--- src/rtl/pm8_seq_ctrl.sv ---
// pm8_seq_ctrl: sequential 8x8 unsigned multiplier built around one shared
// 4x4 nibble multiplier. The four partial products are produced one per
// cycle and shift-accumulated into a 16-bit product.
//
// Optional feature macro: PM8_SEQ_ZERO_SKIP_EN
//   defined   -> a zero operand bypasses the four MUL steps (latency 1)
//   undefined -> every operation runs all four MUL steps (latency 4)
//
// Handshake: a transfer happens on a rising edge where valid && ready are
// both high. The producer holds data stable while valid is high and ready is
// low. in_ready depends only on the FSM state, never on in_valid. out_valid
// does not depend on out_ready, and c stays stable while out_valid is high.
//
// The FSM state is the internal signal 'state' (state_t), and 'step' is the
// partial-product index. Both can be bound to directly from checkers.
module pm8_seq_ctrl #(
  parameter int CNT_W = 16
) (
  input  logic             clk,
  input  logic             rst,
  input  logic             in_valid,
  output logic             in_ready,
  input  logic [7:0]       a,
  input  logic [7:0]       b,
  output logic             out_valid,
  input  logic             out_ready,
  output logic [15:0]      c,
  output logic             busy,
  output logic [CNT_W-1:0] op_count
);

  typedef enum logic [1:0] {
    IDLE = 2'd0,
    MUL  = 2'd1,
    DONE = 2'd2
  } state_t;

  state_t      state;
  state_t      state_d;
  logic [1:0]  step;
  logic [7:0]  a_q;
  logic [7:0]  b_q;
  logic [15:0] acc;

  logic        accept;
  logic        finish;
  logic        deliver;

  logic [3:0]  nib_a;
  logic [3:0]  nib_b;
  logic [7:0]  pp;
  logic [15:0] pp_sh;
  logic [15:0] acc_sum;

`ifdef PM8_SEQ_ZERO_SKIP_EN
  logic        zero_q;
`endif

  assign in_ready = (state == IDLE);
  assign busy     = !in_ready;
  assign accept   = in_valid && in_ready;

  // Select the nibble pair for the current step and align its partial product.
  // step[0] picks the high nibble of a, step[1] the high nibble of b.
  always_comb begin
    nib_a = step[0] ? a_q[7:4] : a_q[3:0];
    nib_b = step[1] ? b_q[7:4] : b_q[3:0];
    pp    = {4'd0, nib_a} * {4'd0, nib_b};
    case (step)
      2'd0:    pp_sh = {8'd0, pp};
      2'd1:    pp_sh = {4'd0, pp, 4'd0};
      2'd2:    pp_sh = {4'd0, pp, 4'd0};
      default: pp_sh = {pp, 8'd0};
    endcase
    acc_sum = acc + pp_sh;
  end

  // Next-state logic and the one-cycle strobes that drive the datapath.
  always_comb begin
    state_d = state;
    finish  = 1'b0;
    deliver = 1'b0;
    case (state)
      IDLE: begin
        if (accept) begin
          state_d = MUL;
        end
      end
      MUL: begin
`ifdef PM8_SEQ_ZERO_SKIP_EN
        if (zero_q || (step == 2'd3)) begin
          state_d = DONE;
          finish  = 1'b1;
        end
`else
        if (step == 2'd3) begin
          state_d = DONE;
          finish  = 1'b1;
        end
`endif
      end
      DONE: begin
        if (out_ready) begin
          state_d = IDLE;
          deliver = 1'b1;
        end
      end
      default: begin
        state_d = IDLE;
      end
    endcase
  end

  // State register. Reset wins over everything, including an operation in flight.
  always_ff @(posedge clk) begin
    if (rst) begin
      state <= IDLE;
    end else begin
      state <= state_d;
    end
  end

  // Datapath: operand latch, accumulator/step counter, result and delivery counter.
  always_ff @(posedge clk) begin
    if (rst) begin
      a_q       <= 8'd0;
      b_q       <= 8'd0;
      acc       <= 16'd0;
      step      <= 2'd0;
      c         <= 16'd0;
      out_valid <= 1'b0;
      op_count  <= '0;
`ifdef PM8_SEQ_ZERO_SKIP_EN
      zero_q    <= 1'b0;
`endif
    end else begin
      if (accept) begin
        a_q    <= a;
        b_q    <= b;
        acc    <= 16'd0;
        step   <= 2'd0;
`ifdef PM8_SEQ_ZERO_SKIP_EN
        zero_q <= (a == 8'd0) || (b == 8'd0);
`endif
      end
      if (state == MUL) begin
        acc  <= acc_sum;
        step <= step + 2'd1;
      end
      if (finish) begin
`ifdef PM8_SEQ_ZERO_SKIP_EN
        c <= zero_q ? 16'd0 : acc_sum;
`else
        c <= acc_sum;
`endif
        out_valid <= 1'b1;
      end
      if (deliver) begin
        out_valid <= 1'b0;
        op_count  <= op_count + CNT_W'(1);
      end
    end
  end

endmodule

--- config.mk ---
export PLATFORM = sky130hd
export DESIGN_NAME = pm8_seq_ctrl
export DESIGN_NICKNAME = d
export VERILOG_FILES = /design/src/rtl/pm8_seq_ctrl.sv
export SDC_FILE = /design/constraint.sdc
export NUM_CORES = 1
export LEC_CHECK = 0
export ABC_AREA = 1
export BUFFER_PORTS_ARGS = -buffer_cell sky130_fd_sc_hd__buf_2
export CAP_MARGIN = 20
export CELL_PAD_IN_SITES_DETAIL_PLACEMENT = 0
export CELL_PAD_IN_SITES_GLOBAL_PLACEMENT = 1
export CORE_MARGIN = 3
export CORE_UTILIZATION = 30
export DETAILED_ROUTE_END_ITERATION = 16
export PLACE_DENSITY = 0.63
export REMOVE_ABC_BUFFERS = 1
export SLEW_MARGIN = 20
export SYNTH_ARGS = -nofsm -noshare
export SYNTH_HDL_FRONTEND = slang
export SYNTH_SLANG_ARGS = --single-unit
--- constraint.sdc ---
create_clock -name clk -period 5.95 [get_ports clk]
set_input_delay 1.19 -clock clk [delete_from_list [all_inputs] [get_ports clk]]
set_output_delay 1.19 -clock clk [all_outputs]
set_load 0.05 [all_outputs]
### Word-level counts from Yosys, hierarchy flattened

Cells that the tools add are included.

* bits in registers: 69
* input port bits: 20
* output and inout bits: 35

* multipliers: 1
* $add $sub $neg: 3
* mux-type cells: 15
* reduce and logical (&&, ||, !) cells: 8
* equality and inequality tests: 8

Operators by type and width (count)
* 2-to-1 mux 16 bit: 2
* one-hot mux 16 bit (2 select lines): 1
* adder 16 x 1 -> 16 bit, second input constant: 1
* adder 16 bit: 1
* 2-to-1 mux 2 bit: 5
* multiplier 4 x 4 -> 8 bit: 1
* 2-to-1 mux 4 bit: 2
* == test 2 bit, second input constant: 3
* one-hot mux 2 bit (3 select lines): 1
* == test 2 x 1 -> 1 bit, second input constant: 2
* logical NOT 2 bit: 2
* 2-to-1 mux 1 bit: 4
* != test 2 bit, second input constant: 2
* OR reduction 2 bit: 2
* AND reduction 3 bit: 1
* adder 2 x 1 -> 2 bit, second input constant: 1
* != test 2 x 1 -> 1 bit, second input constant: 1
* nonzero test 2 bit: 1
* logical AND 1 bit: 1
* logical NOT 1 bit: 1

### Logic depth before layout (Yosys ltp)

Gate-level depths: netlist of run 1.

* word-level depth: 5
* depth in mapped cells: 27
* gate-level depth less buffers: 26

### Worst setup path before layout of run 1

OpenSTA, ideal clock, no wires.

* path type: register to register
* start point: reg step[1]
* end point: reg acc[11]
* clock period less this slack: 4632 ps
* data required time: 5880 ps
* path slack: 1318 ps
* arrival: 4562 ps
* stages on the path, launching flop included: 23
* path through: dfxtp_1 clkbuf_1 mux2i_1 or2_2 fa_1 inv_1 fa_1 inv_1 fa_1 or2_2 nand2_1 a21oi_1 xor2_1 o22ai_1 ha_1 nand2_1 inv_1 a21oi_1 nand2_1 a21oi_1 xnor2_1 nand2_1 a21oi_1

* cells in the longest elaborated chain, start to end: 5
* elaborated cells between the ends (all ways): 9

RTL lines
* from (decl): line 40 `logic [1:0] step;`
* from (signal assigned): line 148 `step <= step + 2'd1;`
* 2-to-1 mux 4 bit (tied with other cells): line 67 `nib_b = step[1] ? b_q[7:4] : b_q[3:0];`
* multiplier 4 x 4 -> 8 bit / OR reduction 2 bit (equally long branches)
* one-hot mux 16 bit (2 select lines) (*): line 69 `case (step)`
* adder 16 bit (*): line 75 `acc_sum = acc + pp_sh;`
* 2-to-1 mux 16 bit (*): line 146 `if (state == MUL) begin`
* to (signal assigned): line 147 `acc <= acc_sum;`
* to (decl): line 43 `logic [15:0] acc;`

Mark *: on every way between the ends. The rest lies on a longest branch, timed or not.
A chain may end at the register's enable or synchronous reset.

### Final worst setup path of run 1

* start point: reg step[0]
* end point: reg acc[11]

* cells in the longest elaborated chain, start to end: 5
* elaborated cells between the ends (all ways): 9

RTL lines
* 2-to-1 mux 4 bit (tied with other cells): line 66 `nib_a = step[0] ? a_q[7:4] : a_q[3:0];`
* multiplier 4 x 4 -> 8 bit / OR reduction 2 bit (equally long branches)
* one-hot mux 16 bit (2 select lines) (*): line 69
* adder 16 bit (*): line 75
* 2-to-1 mux 16 bit (*): line 146

Marked as above.

==> results of run 1 <==
## layout by cell type, fill, tap and decap left out, types with 6 or more instances in the layout
cell type,count
o21bai_1,13
o22ai_1,8
ha_1,30
a21oi_1,48
xor2_1,11
nand3_1,23
nand2_1,112
nor3_1,6
dfxtp_1,69
clkbuf_16,9
mux2i_1,8
o21ai_0,36
nor2_1,66
inv_1,62
buf_2,54
## cell families (layout without fill, tap and decap cells)
group / Yosys count / after routing
simple gates: 233 / 233
compound gates: 117 / 117
buf+inv: 83 / 137
flops: 69 / 69
fa+ha+maj: 35 / 35
xor+xnor: 14 / 14
mux: 8 / 8
## worst max-delay path, delay by kind of cell, from the launching register on
kind                     cells  cell delay [ns]
flip-flops                   1             0.53
AO/OA/AOI/OAI                5             0.65
multiplexers                 1             0.23
XOR/XNOR                     2             0.40
buffers and inverters        3             0.18
adder cells (fa/ha/maj)      4             1.85
AND/OR/NAND/NOR              6             1.08
## stage by stage
step / setup WS, ns / hold WS (ns)
after floorplan: 1.413 / 0.4392
after global placement: 1.010 / 0.4535
after detailed placement: 0.9232 / 0.4554
after CTS: 0.9048 / 0.4690
after global routing: 0.5424 / 0.4960
final: 0.9340 / 0.4663
## per-layer routing
layer / routed length [um] / vias up / global-route usage, %
li1: - / 1933 / -
met1: 5203 / 1626 / 20.41
met2: 4410 / 58 / 21.95
met3: 426 / 8 / 3.041
met4: 157 / 0 / 6.718
met5: 0 / - / 0
## report_power, final
part / internal, mW / switching, mW / total, mW
clock: 0.390 / 0.206 / 0.595
sequential: 0.476 / 0.00888 / 0.484
combinational: 0.0419 / 0.0868 / 0.129
## flip-flops by register name, indices dropped and copies added (netlist names)
signal	flops
a_q	8
acc	16
b_q	8
c	16
op_count	16
out_valid	1
state	2
step	2
## final cells by class
type | count | area [sq um] | share of cell area, %
tap | 172 | 215.2 | 4.452
inverter | 65 | 244.0 | 5.048
sequential | 69 | 1381 | 28.58
timing repair buffer | 56 | 285.3 | 5.902
clock inverter | 5 | 82.58 | 1.709
multi-input combinational | 407 | 2372 | 49.08
clock buffer | 11 | 252.7 | 5.229
## final timing paths
kind | cells past startpoint | to | slack, ns
worst max register to register | 21 | acc[11] | 0.93
worst max-delay path | 21 | acc[11] | 0.93
worst min register to register | 2 | c[1] | 0.47
worst min-delay path | 2 | c[1] | 0.47
==> run_results.csv, run 1 <==
group,metric,value,unit
synth,synth_xor_area_share,3.012,%
synth,synth_cells,559,
grt,antenna_found_initial,0,
synth,synth-adder-area-share,11.68,%
hold_path,holdCritStartpoint,"c[1]",
synth,synthFlopType,"dfxtp_1",
floorplanning,core,12930,sq um
routing,vias_per_cell,4.618,
clock_network,htree_levels,3,
floorplanning,num_rows,41,
grt,grt_usage,14.72,%
timing,final_hold_viol_count,0,
synth,ys_ff_latch,69,
timing,skew,0.008628,ns
floorplanning,dieArea,15010,sq um
synth,synth_compound_area_share,16.20,%
cells_and_area,drive_gt1_share,15.50,%
cells_and_area,final_area,4833,sq um
power,power_density,250.0,nW/um^2
routing,drt-initial-drc-count,96,
place,place_inst,769,
grt,overflow,0,
timing,finalSetupViolations,0,
clock_network,cts_sinks,69,
grt,grt_pass1_wl,17360,um
cells_and_area,finalNetCount,663,
routing,wl_per_cell,12.99,um
clock_network,cts_buffer_depth,2,
critical_path,path_cells,"mux2i_1, or2_2, fa_1, inv_1, fa_1, inv_1, fa_1, or2_2, nand2_1, a21oi_1, xor2_1, o22ai_1, ha_1, nand2_1, inv_1, a21oi_1, nand2_1, a21oi_1, xnor2_1, nand2_1, a21oi_1",
clock_network,cts_hold_buffers,0,
synth,synth-simple-area-share,25.35,%
grt,grt_start_max_net_pins,40,
synth,avgSynthCellArea,7.283,sq um
routing,ant_nets,0,
cells_and_area,final_util,37.39,%
grt,grt_pass1_vias,3605,
synth,synthMostInstantiatedCell,"nand2_1",
routing,drc,0,
cells_and_area,area_delta_synth_final,18.72,%
clock_network,numCtsBuffers,9,
timing,fin_setup_tns,0,ns
place,place_area,4498,sq um
critical_path,r2r-start,"step[0]",
hold_path,hold_path.class,"reg -> reg",
synth,synth_top_area_share,33.93,%
place,dp_hpwl,7527,um
timing,max_slew_margin,55.67,%
flow_run,cap_violations,0,
outcome,outcome,"completed",
routing,drt_pass1_iterations,5,
timing,rsz0062_at_grt,"false",
power,ir_worst_vdd,0.2227,mV
timing,post-route-period-util,84.30,%
floorplanning,die_x,122.5,um
critical_path,cp-end-kind,"flip-flop",
critical_path,cpPeakStageDelay,0.56,ns
place,port_buffers,54,
timing,maxSlewViolCount,0,
synth,synth_cell_types,35,
place,place_congestion,0.9216,
critical_path,cp.arrival,5.28,ns
cells_and_area,fillCellCount,1372,
synth,async_flop_share,0,%
timing,max_freq,0.1994,GHz
critical_path,slowest_stage,"fa_1",
timing,tightest_slew,0.6649,ns
synth,netlist.top_cell.by_area,"dfxtp_1",
routing,drt_wl_total,10200,um
routing,vias,3625,
clock_network,cts_tree,"done",
cells_and_area,layout.cells.non_filler,785,
critical_path,critPathMaxFanout,6,
synth,synth_top_family_by_area,"simple AND/OR/NAND/NOR gates",
critical_path,critPathLaunch,"step[0]",
synth,yosys_warnings,0,
floorplanning,die_h,122.5,um
synth,synth.top_cells.by_count,"nand2_1 (112), dfxtp_1 (69), nor2_1 (67), inv_1 (63), a21oi_1 (48)",
synth,synth.mux.area_fraction,1.967,%
power,total_power,1.209,mW
floorplanning,initial_utilization,31.49,%
cells_and_area,diodes,0,
clock_network,post_cts_buffers,0,
synth,synth-edff-count,0,
clock_network,clk_latency,0.34,ns
clock_network,cts_root_buf,"clkbuf_16",
synth,ys_seq_area_share,33.93,%
power,p_leak,2.318,nW
clock_network,ctsResizeCount,0,
critical_path,path_class,"reg -> reg",
critical_path,required,6.22,ns
floorplanning,ios,55,
critical_path,startpoint_type,"flip-flop",
clock_network,path_clk_slew,0.06,ns
synth,syn_area,4071,sq um
synth,yosys-top-cells-area,"dfxtp_1 (34%), nand2_1 (10%), ha_1 (9.2%), nor2_1 (6.2%), a21oi_1 (5.9%)",
timing,min_period,5.016,ns
No activity file was read; power rests on OpenSTA's default activity.
==> inputs of run 2 (changes only) <==
--- a/config.mk
+++ b/config.mk
@@ -5,7 +5,7 @@
 export SDC_FILE = /design/constraint.sdc
 export NUM_CORES = 1
 export LEC_CHECK = 0
-export ABC_AREA = 1
+export ABC_AREA = 0
 export BUFFER_PORTS_ARGS = -buffer_cell sky130_fd_sc_hd__buf_2
 export CAP_MARGIN = 20
 export CELL_PAD_IN_SITES_DETAIL_PLACEMENT = 0
@@ -13,7 +13,7 @@
 export CORE_MARGIN = 3
 export CORE_UTILIZATION = 30
 export DETAILED_ROUTE_END_ITERATION = 16
-export PLACE_DENSITY = 0.63
+export PLACE_DENSITY = 0.65
 export REMOVE_ABC_BUFFERS = 1
 export SLEW_MARGIN = 20
 export SYNTH_ARGS = -nofsm -noshare
==> constraint.sdc (replaced) <==
create_clock -name clk -period 4.01 [get_ports clk]
set_input_delay 0.802 -clock clk [delete_from_list [all_inputs] [get_ports clk]]
set_output_delay 0.802 -clock clk [all_outputs]
set_load 0.05 [all_outputs]
==> run_results.csv, run 2 <==
group,metric,value,unit
routing,drt-initial-drc-count,193,
synth,synth_top_area_share,34.42,%
timing,maxSlewViolCount,0,
place,dp_hpwl,7379,um
synth,async_flop_share,0,%
critical_path,timing.critical_path.buf_inv,1,
routing,wl_per_cell,13.29,um
synth,yosys-top-cells-area,"dfxtp_1 (34%), ha_1 (9.4%), nand2_1 (8.7%), a21oi_1 (7.4%), nor2_1 (5.0%)",
critical_path,path_class,"reg -> reg",
floorplanning,dieArea,14800,sq um
synth,yosys_warnings,0,
synth,synth-edff-count,0,
grt,busiest_layer,"met2",
cells_and_area,final_area,5542,sq um
outcome,violations,"negative setup slack",
cells_and_area,final_common_cell,"nand2_1",
synth,avgSynthCellArea,7.883,sq um
cells_and_area,finalNetCount,665,
critical_path,startpoint_type,"flip-flop",
timing,rsz0062_at_grt,"true",
clock_network,cts_tree,"done",
routing,vias,3798,
synth,synthMostInstantiatedCell,"nand2_1",
hold_path,hold_path.class,"reg -> reg",
floorplanning,die_h,121.7,um
cells_and_area,layout.cells.non_filler,786,
critical_path,critPathMaxFanout,4,
critical_path,cp.arrival,4.96,ns
synth,synth.top_cells.by_count,"nand2_1 (93), dfxtp_1 (69), a21oi_1 (59), nor2_1 (53), ha_1 (30)",
floorplanning,core,12820,sq um
synth,synth_cells,509,
critical_path,slowest_stage,"fa_1",
synth,synth_cell_types,53,
critical_path,required,4.19,ns
routing,ant_nets,0,
timing,min_period,4.777,ns
grt,antenna_found_initial,0,
clock_network,htree_levels,3,
grt,met3_usage,2.925,%
cells_and_area,area_delta_synth_final,38.10,%
clock_network,cts_root_buf,"clkbuf_16",
timing,fin_setup_tns,-9.793,ns
timing,fin_ws,-0.7674,ns
place,place_area,4801,sq um
critical_path,cpPeakStageDelay,0.53,ns
grt,grt_pass1_vias,3570,
timing,tightest_slew,1.104,ns
critical_path,crit_family,"compound AO/OA/AOI/OAI gates",
grt,grt_usage,14.31,%
critical_path,path_cells,"mux2i_2, or2_4, fa_1, inv_1, fa_1, ha_1, a21oi_2, o21ai_2, o21a_1, nor2_2, xnor2_2, a22oi_1, nor2_1, ha_1, a2111oi_2, o21ai_1, a311o_1, o31ai_4, xor2_1, a211oi_2",
clock_network,path_clk_slew,0.05,ns
cells_and_area,final_util,43.21,%
cells_and_area,final_cell_mix,"nand2_1 (87), dfxtp_1 (67), buf_2 (54), buf_4 (49)",
grt,use_met1,18.17,%
routing,drt_pass1_iterations,4,
synth,netlist.top_cell.by_area,"dfxtp_1",
place,place_congestion,0.7902,
timing,final_hold_viol_count,0,
routing,drc,0,
floorplanning,initial_utilization,31.29,%
clock_network,clk_latency,0.34,ns
timing,post-route-period-util,119.1,%
timing,skew,0.005656,ns
place,place_inst,763,
cells_and_area,largestRegisters,"acc (16), c (16), op_count (16)",
floorplanning,die_x,121.7,um
floorplanning,num_rows,41,
synth,synthFlopType,"dfxtp_1",
place,port_buffers,54,
routing,vias_per_cell,4.832,
grt,overflow,0,
grt,grt_use_met2,23.66,%
synth,ys_seq_area_share,34.42,%
timing,whs,0.4463,ns
clock_network,numCtsBuffers,9,
grt,grt_pass1_wl,16880,um
power,p_leak,2.463,nW
critical_path,cp-end-kind,"flip-flop",
grt,grt_start_max_net_pins,46,
timing,max_freq,0.2093,GHz
clock_network,cts_sinks,69,
flow_run,cap_violations,0,
cells_and_area,drive_gt1_share,30.62,%
outcome,outcome,"complete, but fails checks",
timing,finalSetupViolations,19,
timing,max_slew_margin,26.40,%
power,power_density,313.5,nW/um^2
floorplanning,ios,55,
synth,syn_area,4013,sq um
cells_and_area,diodes,0,
routing,drt_wl_total,10450,um
synth,ys_ff_latch,69,
clock_network,cts_buffer_depth,2,
clock_network,cts_hold_buffers,0,
power,ir_worst_vdd,0.2046,mV
==> run 2: tightest hold or removal path, stage by stage, from the launching register on <==
cell     delay [ns]
dfxtp_1        0.30
nand2_1        0.05
a21oi_1        0.05
==> run 2: worst paths after layout <==
path                              start     to  slack, ns  depth (start not counted)
worst max register to register  step[1]  c[14]      -0.77                         20
worst min register to register    c[12]  c[12]       0.45                          2
worst min-delay path              c[12]  c[12]       0.45                          2
worst max-delay path            step[1]  c[14]      -0.77                         20
==> run 2: power by group <==
part           switching [mW]  internal [mW]
sequential            0.00987          0.699
clock                   0.295          0.557
combinational           0.108         0.0691
total                   0.412           1.32
==> run 2: logic make-up after synthesis <==
group / after synthesis / synth area share [%]
fa+ha+maj: 35 / 11.85
compound gates: 113 / 17.34
mux: 9 / 2.276
xor+xnor: 25 / 5.457
buf+inv: 40 / 3.742
simple gates: 218 / 24.91
flops: 69 / 34.42
==> run 2: what timing repair did <==
item | in CTS | in global routing
buffers inserted | 11 | 6
endpoints found under the setup margin | 24 | 22
hold endpoints to repair | 0 | 0
gates resized for setup | 54 | 33
pin swaps | 40 | 41
==> run 2: final cells by class <==
cell class / count / area, sq um
Clock buffer: 11 / 242.7
Clock inverter: 4 / 72.57
Fill cell: 1317 / 7283
Multi-Input combinational cell: 400 / 2800
Tap cell: 172 / 215.2
Sequential cell: 69 / 1389
Inverter: 16 / 60.06
Timing Repair Buffer: 114 / 762.0
==> run 2: metal layers <==
metal | up-vias | share of wire (%)
met2 | 57 | 48
met5 | - | 0
li1 | 1949 | -
met4 | 0 | 2.0
met1 | 1779 | 46
met3 | 13 | 3.3
==> run 2: metrics by stage <==
| stage | worst slack [ns] | power [mW] |
|---|---|---|
| 6_report | -0.7674 | 1.737 |
| 5_1_grt | -1.043 | 1.801 |
| 4_1_cts | -0.8983 | 1.749 |
| 3_5_place_dp | -1.098 | 0.8840 |
| 3_3_place_gp | -0.9361 | 0.8824 |
| 2_1_floorplan | -0.9216 | 0.8054 |
==> inputs of run 3 (changes only) <==
--- a/config.mk
+++ b/config.mk
@@ -13,7 +13,7 @@
 export CORE_MARGIN = 3
 export CORE_UTILIZATION = 30
 export DETAILED_ROUTE_END_ITERATION = 16
-export PLACE_DENSITY = 0.65
+export PLACE_DENSITY = 0.63
 export REMOVE_ABC_BUFFERS = 1
 export SLEW_MARGIN = 20
 export SYNTH_ARGS = -nofsm -noshare
==> run_results.csv, run 3 (synthesized netlist as in run 2, its figures left out) <==
group,metric,value,unit
routing,vias,3854,
timing,post-route-period-util,119.8,%
clock_network,cts_tree,"done",
hold_path,hold_path.class,"reg -> reg",
critical_path,timing.critical_path.buf_inv,5,
critical_path,rr_worst_depth,20,
critical_path,cp.depth,20,
cells_and_area,finalNetCount,667,
grt,grt_pass1_vias,3752,
power,power_density,311.7,nW/um^2
floorplanning,core,12820,sq um
place,port_buffers,54,
critical_path,path_cells,"mux2i_2, or2_4, fa_1, inv_2, fa_1, buf_4, inv_2, fa_2, buf_4, buf_4, xnor2_4, a22oi_2, nor2_1, ha_2, a2111oi_2, o21ai_1, a311o_1, o31ai_4, xor2_1, a211oi_2",
hold_path,hold_depth,2,
floorplanning,die_h,121.7,um
power,clkPwrFrac,48.4,%
timing,max_freq,0.2082,GHz
power,p_leak,2.411,nW
critical_path,cpPeakStageDelay,0.55,ns
timing,fin_ws,-0.7937,ns
place,place_inst,766,
power,internal_power,1.279,mW
critical_path,critPathLaunch,"step[0]",
power,power.switching,0.4252,mW
cells_and_area,drive_gt1_share,30.79,%
power,ir_worst_vdd,0.2091,mV
critical_path,slowest_stage,"fa_1",
cells_and_area,diodes,0,
timing,rsz0062_at_grt,"true",
timing,skew,0.004861,ns
hold_path,holdCritStartpoint,"c[10]",
floorplanning,ios,55,
timing,min_period,4.804,ns
grt,grt_pass1_wl,17750,um
cells_and_area,final_common_cell,"nand2_1",
power,swShare,24.96,%
power,seqPwrFrac,41.6,%
clock_network,htree_levels,3,
timing,maxSlewViolCount,0,
timing,finalSetupViolations,22,
routing,drt-initial-drc-count,216,
place,dp_hpwl,7645,um
clock_network,cts_root_buf,"clkbuf_16",
routing,ant_nets,0,
clock_network,cts_sinks,69,
cells_and_area,area_delta_synth_final,36.23,%
timing,max_slew_margin,30.01,%
critical_path,cp.arrival,4.99,ns
critical_path,crit_family,"adder cells",
floorplanning,num_rows,41,
outcome,outcome,"complete, but fails checks",
routing,wl_per_cell,13.66,um
critical_path,crit_end,"c[14]",
critical_path,r2r_slack,-0.79,ns
grt,grt_usage,15.06,%
routing,vias_per_cell,4.885,
cells_and_area,layout.cells.non_filler,789,
place,place_congestion,0.7861,
critical_path,startpoint_type,"flip-flop",
clock_network,cts_hold_buffers,0,
critical_path,required,4.20,ns
clock_network,path_clk_slew,0.06,ns
outcome,violations,"negative setup slack",
floorplanning,die_x,121.7,um
critical_path,cp-end-kind,"flip-flop",
clock_network,clk_latency,0.35,ns
critical_path,r2r_end,"c[14]",
cells_and_area,largestRegisters,"acc (16), c (16), op_count (16)",
timing,final_hold_viol_count,0,
clock_network,numCtsBuffers,9,
grt,overflow,0,
grt,antenna_found_initial,0,
cells_and_area,final_cell_mix,"nand2_1 (89), dfxtp_1 (67), buf_4 (57), buf_2 (54), nor2_1 (50)",
floorplanning,initial_utilization,31.29,%
power,power.share.combinational,10.0,%
routing,drc,0,
critical_path,path_class,"reg -> reg",
timing,fin_setup_tns,-12.58,ns
critical_path,cpMostUsedCell,"buf_4",
grt,grt_start_max_net_pins,34,
flow_run,cap_violations,0,
clock_network,cts_buffer_depth,2,
routing,drt_pass1_iterations,4,
floorplanning,dieArea,14800,sq um
critical_path,r2r-start,"step[0]",
critical_path,critPathMaxFanout,4,
routing,drt_wl_total,10780,um
timing,tightest_slew,1.050,ns
## run 3: cell count changes in the layout (fill, tap and decap cells not counted), sizes merged
| cell | before | now |
|---|---|---|
| clkinvlp | 1 | 2 |
| bufinv | 2 | 1 |
| buf | 114 | 116 |
| clkinv | 1 | 2 |
## run 3: layer usage
layer,global-route usage (%),routed length (um),up-vias
li1,-,-,1969
met1,18.82,5036,1795
met2,24.35,4971,71
met3,4.225,489,19
met4,6.443,278,0
met5,0,0,-
## run 3: worst register-to-register path, stage by stage (launching register included)
cell and delay [ns]:
dfxtp_4 0.36, mux2i_2 0.15, or2_4 0.26, fa_1 0.55, inv_2 0.04, fa_1 0.55
buf_4 0.11, inv_2 0.03, fa_2 0.34, buf_4 0.14, buf_4 0.14, xnor2_4 0.13
a22oi_2 0.18, nor2_1 0.07, ha_2 0.20, a2111oi_2 0.32, o21ai_1 0.13, a311o_1 0.42
o31ai_4 0.21, xor2_1 0.20, a211oi_2 0.09
## run 3: power groups by stage
stage | Clock, mW | Combinational, mW | Sequential (mW)
2_1_floorplan | 0 | 0.0828 | 0.723
3_3_place_gp | 0 | 0.158 | 0.724
3_5_place_dp | 0 | 0.160 | 0.724
4_1_cts | 0.851 | 0.166 | 0.709
5_1_grt | 0.877 | 0.188 | 0.711
6_report | 0.825 | 0.170 | 0.709
## run 3: what timing repair did
action | 4_1_cts | 5_1_grt
endpoints found under the setup margin | 24 | 25
buffers inserted | 5 | 5
pin swaps | 20 | 42
hold endpoints to repair | 0 | 0
resized for setup | 33 | 37
## run 3: worst min path at each step
| stage | end |
|---|---|
| 2_1_floorplan | a_q[0] |
| 3_3_place_gp | c[13] |
| 3_5_place_dp | c[12] |
| 4_1_cts | c[12] |
| 5_1_grt | c[10] |
| 6_report | c[10] |
## run 3: final cells by class
| type | instances | area (sq um) |
|---|---|---|
| timing repair buffer | 116 | 754.5 |
| fill | 1334 | 7358 |
| inverter | 16 | 60.06 |
| sequential | 69 | 1389 |
| clock inverter | 5 | 58.81 |
| tap | 172 | 215.2 |
| multi-input combinational | 400 | 2736 |
| clock buffer | 11 | 252.7 |
## run 3: stage by stage
| stage | instance area [sq um] | setup slack (ns) | hold slack [ns] | utilization, % | total power, mW |
|---|---|---|---|---|---|
| finish | 5466 | -0.7937 | 0.4456 | 42.62 | 1.704 |
| global route | 5466 | -1.061 | 0.4711 | 42.62 | 1.777 |
| CTS | 5313 | -0.8712 | 0.4535 | 41.42 | 1.726 |
| detailed placement | 4823 | -1.105 | 0.4458 | 37.61 | 0.8844 |
| global placement | 4821 | -0.9040 | 0.4401 | 37.59 | 0.8824 |
| floorplan | 3923 | -0.9216 | 0.4296 | - | 0.8054 |
